[src/rtl/lcd_word_writer.sv]
// HD44780 8-bit-bus writer: power-up wait, 4-byte init, then on request
// positions the cursor on line 1 and writes six latched ASCII characters.
module lcd_word_writer #(
  parameter int POWERUP_CYC    = 750000,
  parameter int EN_PULSE_CYC   = 25,
  parameter int CMD_WAIT_CYC   = 2500,
  parameter int CLEAR_WAIT_CYC = 100000,
  parameter int START_COL      = 5
) (
  input  logic        clk,
  input  logic        rst_n,
  input  logic [47:0] chars,
  input  logic        start,
  output logic        ready,
  output logic        done,
  output logic        lcd_rs,
  output logic        lcd_rw,
  output logic        lcd_en,
  output logic [7:0]  lcd_data
);

  localparam int CNT_W = 24;
  localparam logic [CNT_W-1:0] PWR_LAST = CNT_W'(POWERUP_CYC - 1);
  localparam logic [CNT_W-1:0] EN_LAST  = CNT_W'(EN_PULSE_CYC - 1);
  localparam logic [CNT_W-1:0] CMD_LAST = CNT_W'(CMD_WAIT_CYC - 1);
  localparam logic [CNT_W-1:0] CLR_LAST = CNT_W'(CLEAR_WAIT_CYC - 1);
  localparam logic [7:0]       ADDR_CMD = 8'h80 | 8'(START_COL % 16);

  typedef enum logic [2:0] {PWRUP, INIT, IDLE, WR_ADDR, WR_CHAR, DONE} state_t;
  typedef enum logic [1:0] {PH_SETUP, PH_PULSE, PH_WAIT} phase_t;

  state_t           state;
  phase_t           ph;
  logic [CNT_W-1:0] cnt;
  logic [2:0]       idx;
  logic [47:0]      chars_q;
  logic [CNT_W-1:0] wait_last;

  function automatic logic [7:0] init_byte(input logic [2:0] i);
    case (i)
      3'd0:    return 8'h38;
      3'd1:    return 8'h0C;
      3'd2:    return 8'h01;
      default: return 8'h06;
    endcase
  endfunction

  // index 0 is the leftmost character (char5)
  function automatic logic [7:0] char_at(input logic [47:0] c, input logic [2:0] i);
    case (i)
      3'd0:    return c[47:40];
      3'd1:    return c[39:32];
      3'd2:    return c[31:24];
      3'd3:    return c[23:16];
      3'd4:    return c[15:8];
      default: return c[7:0];
    endcase
  endfunction

  // only the clear command needs the long settle time; data 0x01 does not
  assign wait_last = (!lcd_rs && lcd_data == 8'h01) ? CLR_LAST : CMD_LAST;
  assign lcd_rw    = 1'b0;

  always_ff @(posedge clk or negedge rst_n) begin
    if (!rst_n) begin
      state    <= PWRUP;
      ph       <= PH_SETUP;
      cnt      <= '0;
      idx      <= '0;
      chars_q  <= {6{8'h20}};
      lcd_en   <= 1'b0;
      lcd_rs   <= 1'b0;
      lcd_data <= 8'h00;
      ready    <= 1'b0;
      done     <= 1'b0;
    end else begin
      done <= 1'b0;
      case (state)
        PWRUP: begin
          if (cnt == PWR_LAST) begin
            state    <= INIT;
            idx      <= '0;
            ph       <= PH_SETUP;
            cnt      <= '0;
            lcd_rs   <= 1'b0;
            lcd_data <= init_byte(3'd0);
          end else begin
            cnt <= cnt + 1'b1;
          end
        end
        IDLE: begin
          if (start) begin
            chars_q  <= chars;
            state    <= WR_ADDR;
            ready    <= 1'b0;
            ph       <= PH_SETUP;
            cnt      <= '0;
            lcd_rs   <= 1'b0;
            lcd_data <= ADDR_CMD;
          end
        end
        DONE: begin
          state <= IDLE;
          ready <= 1'b1;
        end
        default: begin
          // shared byte engine for INIT / WR_ADDR / WR_CHAR
          case (ph)
            PH_SETUP: begin
              lcd_en <= 1'b1;
              ph     <= PH_PULSE;
              cnt    <= EN_LAST;
            end
            PH_PULSE: begin
              if (cnt == '0) begin
                lcd_en <= 1'b0;
                ph     <= PH_WAIT;
                cnt    <= wait_last;
              end else begin
                cnt <= cnt - 1'b1;
              end
            end
            default: begin
              if (cnt != '0) begin
                cnt <= cnt - 1'b1;
              end else begin
                ph  <= PH_SETUP;
                cnt <= '0;
                case (state)
                  INIT: begin
                    if (idx == 3'd3) begin
                      state <= IDLE;
                      ready <= 1'b1;
                      idx   <= '0;
                    end else begin
                      idx      <= idx + 3'd1;
                      lcd_data <= init_byte(idx + 3'd1);
                    end
                  end
                  WR_ADDR: begin
                    state    <= WR_CHAR;
                    idx      <= '0;
                    lcd_rs   <= 1'b1;
                    lcd_data <= char_at(chars_q, 3'd0);
                  end
                  default: begin
                    if (idx == 3'd5) begin
                      state <= DONE;
                      done  <= 1'b1;
                      idx   <= '0;
                    end else begin
                      idx      <= idx + 3'd1;
                      lcd_data <= char_at(chars_q, idx + 3'd1);
                    end
                  end
                endcase
              end
            end
          endcase
        end
      endcase
    end
  end

endmodule

[config.mk]
export PLATFORM = sky130hd
export DESIGN_NAME = lcd_word_writer
export DESIGN_NICKNAME = d
export VERILOG_FILES = /design/src/rtl/lcd_word_writer.sv
export SDC_FILE = /design/constraint.sdc
export NUM_CORES = 1
export LEC_CHECK = 0
export ABC_AREA = 1
export BUFFER_PORTS_ARGS = -buffer_cell sky130_fd_sc_hd__clkbuf_2
export CAP_MARGIN = 0
export CORE_UTILIZATION = 55
export DETAILED_ROUTE_END_ITERATION = 12
export GPL_TIMING_DRIVEN = 0
export PLACE_DENSITY = 0.75
export SLEW_MARGIN = 20
export SYNTH_ARGS = -nofsm -noshare
export SYNTH_HDL_FRONTEND = slang
export SYNTH_SLANG_ARGS = --single-unit
[constraint.sdc]
create_clock -name clk -period 2.4 [get_ports clk]
set_input_delay 0.12 -clock clk [delete_from_list [all_inputs] [get_ports clk]]
set_output_delay 0.12 -clock clk [all_outputs]
set_load 0.02 [all_outputs]
# ---- After elaboration in Yosys (flattened, before gate mapping)
# Cells that the tools add are included.
dict set report op_classes {
  muxes 56
  n_addsub 3
  n_bitwise 4
  n_reduce_logical 25
  eq_ne 29
}
# operator count
set ops {}
lappend ops {{$mux 24} 4}
lappend ops {{$pmux 24 s3} 1}
lappend ops {{$mux 8} 6}
lappend ops {{$pmux 24 s2} 1}
lappend ops {{$pmux 8 s5} 1}
lappend ops {{$mux 3} 11}
lappend ops {{$add 24x1->24 const B} 1}
lappend ops {{$eq 24x20->1 const B} 1}
lappend ops {{$logic_not 24->1} 1}
lappend ops {{$pmux 8 s3} 1}
lappend ops {{$reduce_bool 24->1} 1}
lappend ops {{$sub 24x1->24 const B} 1}
lappend ops {{$pmux 3 s2} 3}
lappend ops {{$pmux 6 s3} 1}
lappend ops {{$reduce_and 6->1} 3}
lappend ops {{$mux 17} 1}
lappend ops {{$pmux 8 s2} 1}
lappend ops {{$eq 3x2->1 const B} 5}
lappend ops {{$mux 1} 15}
lappend ops {{$ne 3x1->1 const B} 4}
lappend ops {{$ne 5x1->1 const B} 2}
lappend ops {{$eq 3x3->1 const B} 3}
lappend ops {{$pmux 3 s3} 1}
lappend ops {{$reduce_bool 3->1} 3}
lappend ops {{28 further kinds} 45}
dict set report word_totals {
  regBits 92
  out_inout_bits 13
  in_bits 51
  elab_cells 127
}

# ---- Longest topological paths before layout
dict set report logic_depth {
  ltp_word 8
  ltp_mapped 14
  depth_no_buf 14
}

# ---- Worst setup path before layout
# OpenSTA, ideal clock, no wires.
dict set report synth_timing {
  path_type {register -> register}
  start {register idx[0]}
  end {register lcd_data[1]}
  n_path_buf 1
  setup_ns 0.117
  path_slack_ns 0.440
  synth_period_minus_slack_ns 1.960
  t_required_ns 2.283
  arrival_time_ns 1.843
  path_stages_with_launch 11
  path_cell_list {dfrtp_1 ha_1 ha_1 nand2_1 nand2_1 buf_2 o21ai_0 o21bai_1 o211ai_1 nand2_1 nand2_1}
}
dict set report synth_via {
  elab_chain_len 8
  word_cells_on_any_way 19
  classes_between {add/sub (1); eq/ne (8); mux (8); reduce/logical (2)}
}
# item line
set synth_lines {}
lappend synth_lines {{start: declaration} 35} ;# logic [2:0] idx;
lappend synth_lines {{start signal: assignment} 136} ;# idx <= idx + 3'd1;
lappend synth_lines {{start signal: assignment} 152} ;# idx <= idx + 3'd1;
lappend synth_lines {{$add 3x1->3} {137, 153}}
lappend synth_lines {{$eq 3x3->1 (tied with other cells)} 50} ;# case (i)
lappend synth_lines {{$pmux 8 s5 or $pmux 6 s3 (tied branches)} {50, 40}}
lappend synth_lines {{$mux 8 (on tied branches)} {147, 131}}
lappend synth_lines {{$pmux 8 s2} 129} ;# case (state)
lappend synth_lines {{$mux 8} 124} ;# if (cnt != '0) begin
lappend synth_lines {{$mux 8} 108} ;# case (ph)
lappend synth_lines {{$pmux 8 s3} 78} ;# case (state)
lappend synth_lines {{end signal: assignment} 86} ;# lcd_data <= init_byte(3'd0);
lappend synth_lines {{end signal: assignment} 137} ;# lcd_data <= init_byte(idx + 3'd1);
lappend synth_lines {{end signal: assignment} 144} ;# lcd_data <= char_at(chars_q, 3'd0);
lappend synth_lines {{end: declaration} 19} ;# output logic [7:0] lcd_data
# Several ways; a longest one is shown, not always the timed one. The select of a mux whose other input is x is not followed.
# A chain may end at the register's enable or synchronous reset.

# ---- Worst setup path in the final report
# Ends and elaborated chain as after synthesis.

==> flow_metrics.py <==
metrics = {
    "setup_path": {
        "crit_type": "register to register",
        "cpLargestDelayFamily": "adder cells",
        "required_ns": 2.64,
        "end_kind": "register",
        "startpoint_type": "register",
        "critPathBufInv": 1,
        "crit_arrival_ns": 2.44,
        "critical_path.slowest_cell": "dfrtp_1",
        "slowest_delay_ns": 0.44,
        "cp_max_fo": 10,
        "crit_path_cell_trace": "ha_1, ha_4, nand2_2, nand2_2, clkbuf_4, nand3_1, o21bai_1, o211ai_1, nand2_1, nand2_1",
    },
    "timing": {
        "post-route-period-util_pct": 91.91,
        "rsz0062_at_grt": "false",
        "relSlewSlack_pct": 51.52,
        "setup_violations": 0,
        "setup_tns_ns": 0,
        "period_needed_ns": 2.206,
        "fin_ws_ns": 0.1941,
        "fmax_mhz": 453.3,
        "fin_hold_ws_ns": -0.004497,
        "hold_violations": 1,
        "drv_slew": 0,
        "fin_skew_ns": 0.009404,
        "worstMarginPinSlew_ns": 0.7272,
    },
    "yosys": {
        "yosys.area.top_type_share_pct": 34.33,
        "syn_nets": 943,
        "seq_area_frac_synth_pct": 36.85,
        "yosysTopAreaCell": "dfrtp_1",
        "yosys_warnings": 0,
        "synthTopCellsByCount": "nand2_1, nor2_1, dfrtp_1",
        "synthCells": 882,
        "synth_simple_gate_area_share_pct": 35.81,
        "synth_edf_count": 0,
        "yosys_register_bits": 92,
        "synthAdderAreaFrac_pct": 1.996,
        "synthXorXnorAreaFrac_pct": 1.257,
        "synth_cell_types": 38,
        "synthTopCellsByArea": "dfrtp_1, nand2_1, mux2_2",
        "synth.area.mux_share_pct": 8.084,
        "syn_area_per_cell_um2": 7.107,
        "synth-compound-area-share_pct": 7.305,
        "syn_area_um2": 6269,
        "yosysMostFrequentCell": "nand2_1",
        "ys.flop_type": "dfrtp_1",
        "synthArstFlopShare_pct": 100.0,
        "synth_top_family_by_area": "simple AND/OR/NAND/NOR gates",
    },
    "global_routing": {
        "grt_usage_pct": 31.52,
        "grt_overflow": 0,
        "grt_max_degree": 61,
        "grt_pass1_vias": 5826,
        "antenna_found_initial": 0,
        "grt_pass1_wl_mm": 28.04,
    },
    "cts": {
        "root_buffer": "clkbuf_16",
        "htree_num_levels": 3,
        "clkTransAtPathRegs_ns": 0.07,
        "cts_tree": "yes",
        "cts.sinks": 92,
        "clock_latency_ns": 0.35,
        "clock_path_buffers": 2,
        "cts_buffers": 9,
    },
    "drt": {
        "vias": 6080,
        "first_pass_iters": 5,
        "drt_first_iter_violations": 464,
        "routedWlPerCell_um": 15.51,
        "vias_per_cell": 5.400,
        "antenna_left": 0,
        "drc_errors": 0,
        "wirelength_mm": 17.46,
    },
    "placed_design": {
        "dp.cells": 1085,
        "dp_hpwl_mm": 12.91,
        "dp_slack_ns": 0.005396,
        "port_buffers": 62,
        "globalplace.congestion": 0.9954,
    },
    "floorplan": {
        "initial_core_util_pct": 57.07,
        "io_pins": 64,
        "die_y_um": 108.8,
        "rows": 38,
        "placeableCoreArea_um2": 10980,
        "die-area_um2": 11830,
        "die_w_um": 108.8,
    },
    "cells_and_area": {
        "final_cells": 1126,
        "utilization_pct": 66.87,
        "area_growth_pct": 17.17,
        "final_nets": 1042,
        "drive_gt1_share_pct": 19.88,
        "num-fill-cells": 989,
        "n_antenna_cell": 0,
    },
    "pwr": {
        "swShare_pct": 48.66,
        "p_clk_share_pct": 13.9,
        "ir_drop_mv": 0.8381,
        "power_density_nw_per_um2": 1325,
        "combPwrFrac_pct": 57.6,
        "finalPower_mw": 9.732,
        "leakage_nw": 3.737,
        "p_sw_mw": 4.736,
        "intPower_mw": 4.996,
        "pwr-share-seq_pct": 28.5,
    },
    "status": {
        "violations": "hold timing",
        "status": "finished with violations",
    },
    "job": {
        "cap_violations": 0,
    },
    "min_path": {
        "hold_class": "input port to register",
    },
}
[layout by cell type, fill, tap and decap left out, types with 2 or more instances in the layout]
master           n
a21oi_1         28
a31oi_1          2
buf_2           11
buf_4            8
buf_6            8
clkbuf_1         3
clkbuf_16        9
clkbuf_2        61
clkinv_4         2
clkinvlp_4       3
dfrtp_1         86
dfstp_2          6
dlygate4sd3_1   25
ha_1             8
inv_1           79
inv_2            3
inv_6            2
mux2_2          45
nand2_1        276
nand2_2          7
nand3_1         76
nand4_1         11
nor2_1         120
nor2_2           8
nor2_4           8
nor3_1           6
o211ai_1         4
o21ai_0         42
o21ai_1          6
o21bai_1         2
o22ai_1          2
or2_2            5
xnor2_1          2
xor2_1           7
[power groups by stage]
stage          Combinational [mW]  Sequential, mW  Clock (mW)
6_report                     5.61            2.78        1.35
3_3_place_gp                 5.35            2.77           0
2_1_floorplan                4.00            2.72           0
3_5_place_dp                 5.41            2.78           0
5_1_grt                      6.25            2.86        1.43
4_1_cts                      5.47            2.76        1.37
[sequential cells by signal, indices dropped and copies added (netlist names), named ones only]
register	count
chars_q	48
done	1
lcd_data	8
cnt	24
ph	2
ready	1
idx	3
lcd_rs	1
state	2
lcd_en	1
[metrics by stage]
step | cell area (µm²) | hold slack (ns)
after global routing | 7345 | 0.001741
after global placement | 6754 | 0.3526
final | 7345 | -0.004497
after detailed placement | 6790 | 0.04265
after floorplan | 6269 | -0.1756
after CTS | 7308 | 0.0006457
[cell families (layout without fill, tap and decap cells)]
group	after synthesis	count (layout)
AND/OR/NAND/NOR	523	523
buffers and inverters	115	219
multiplexers	45	45
other	1	1
flip-flops	92	92
adder cells (fa/ha/maj)	10	10
AO/OA/AOI/OAI	87	87
XOR/XNOR	9	9
[routing by layer]
layer	up-vias	share of wire [%]	track usage [%]
li1	3020	-	-
met1	2797	41	37.15
met4	0	4.6	17.18
met5	-	0	0
met3	45	5.5	4.782
met2	218	49	55.02
[layout make-up]
cell class | instances | area (µm²) | area share (%)
multi-input combinational | 675 | 3440 | 46.83
sequential | 92 | 2310 | 31.45
timing repair buffer | 88 | 596.8 | 8.126
inverter | 85 | 327.8 | 4.463
clock buffer | 10 | 229.0 | 3.118
buffer | 30 | 220.2 | 2.998
tap | 140 | 175.2 | 2.385
clock inverter | 6 | 46.29 | 0.6303
[worst paths after layout]
| path | start | to | slack [ns] | depth (start not counted) |
|---|---|---|---|---|
| max | idx[0] | lcd_data[1] | 0.19 | 10 |
| min | chars[12] | chars_q[12] | -0.004 | 2 |
| max reg2reg | idx[0] | lcd_data[1] | 0.19 | 10 |
| min reg2reg | ready | ready | 0.48 | 2 |
| max in group asynchronous | rst_n | chars_q[45] | 1.55 | 3 |
| min in group asynchronous | rst_n | cnt[4] | 0.22 | 2 |
[what timing repair did]
item | CTS | global route
hold endpoints to repair | 55 | 1
gates resized for setup | 1 | 7
endpoints found under the setup margin | 2 | 9
hold buffers | 24 | 1
setup buffers | 0 | 0
Power figures use the tool's default switching activity.
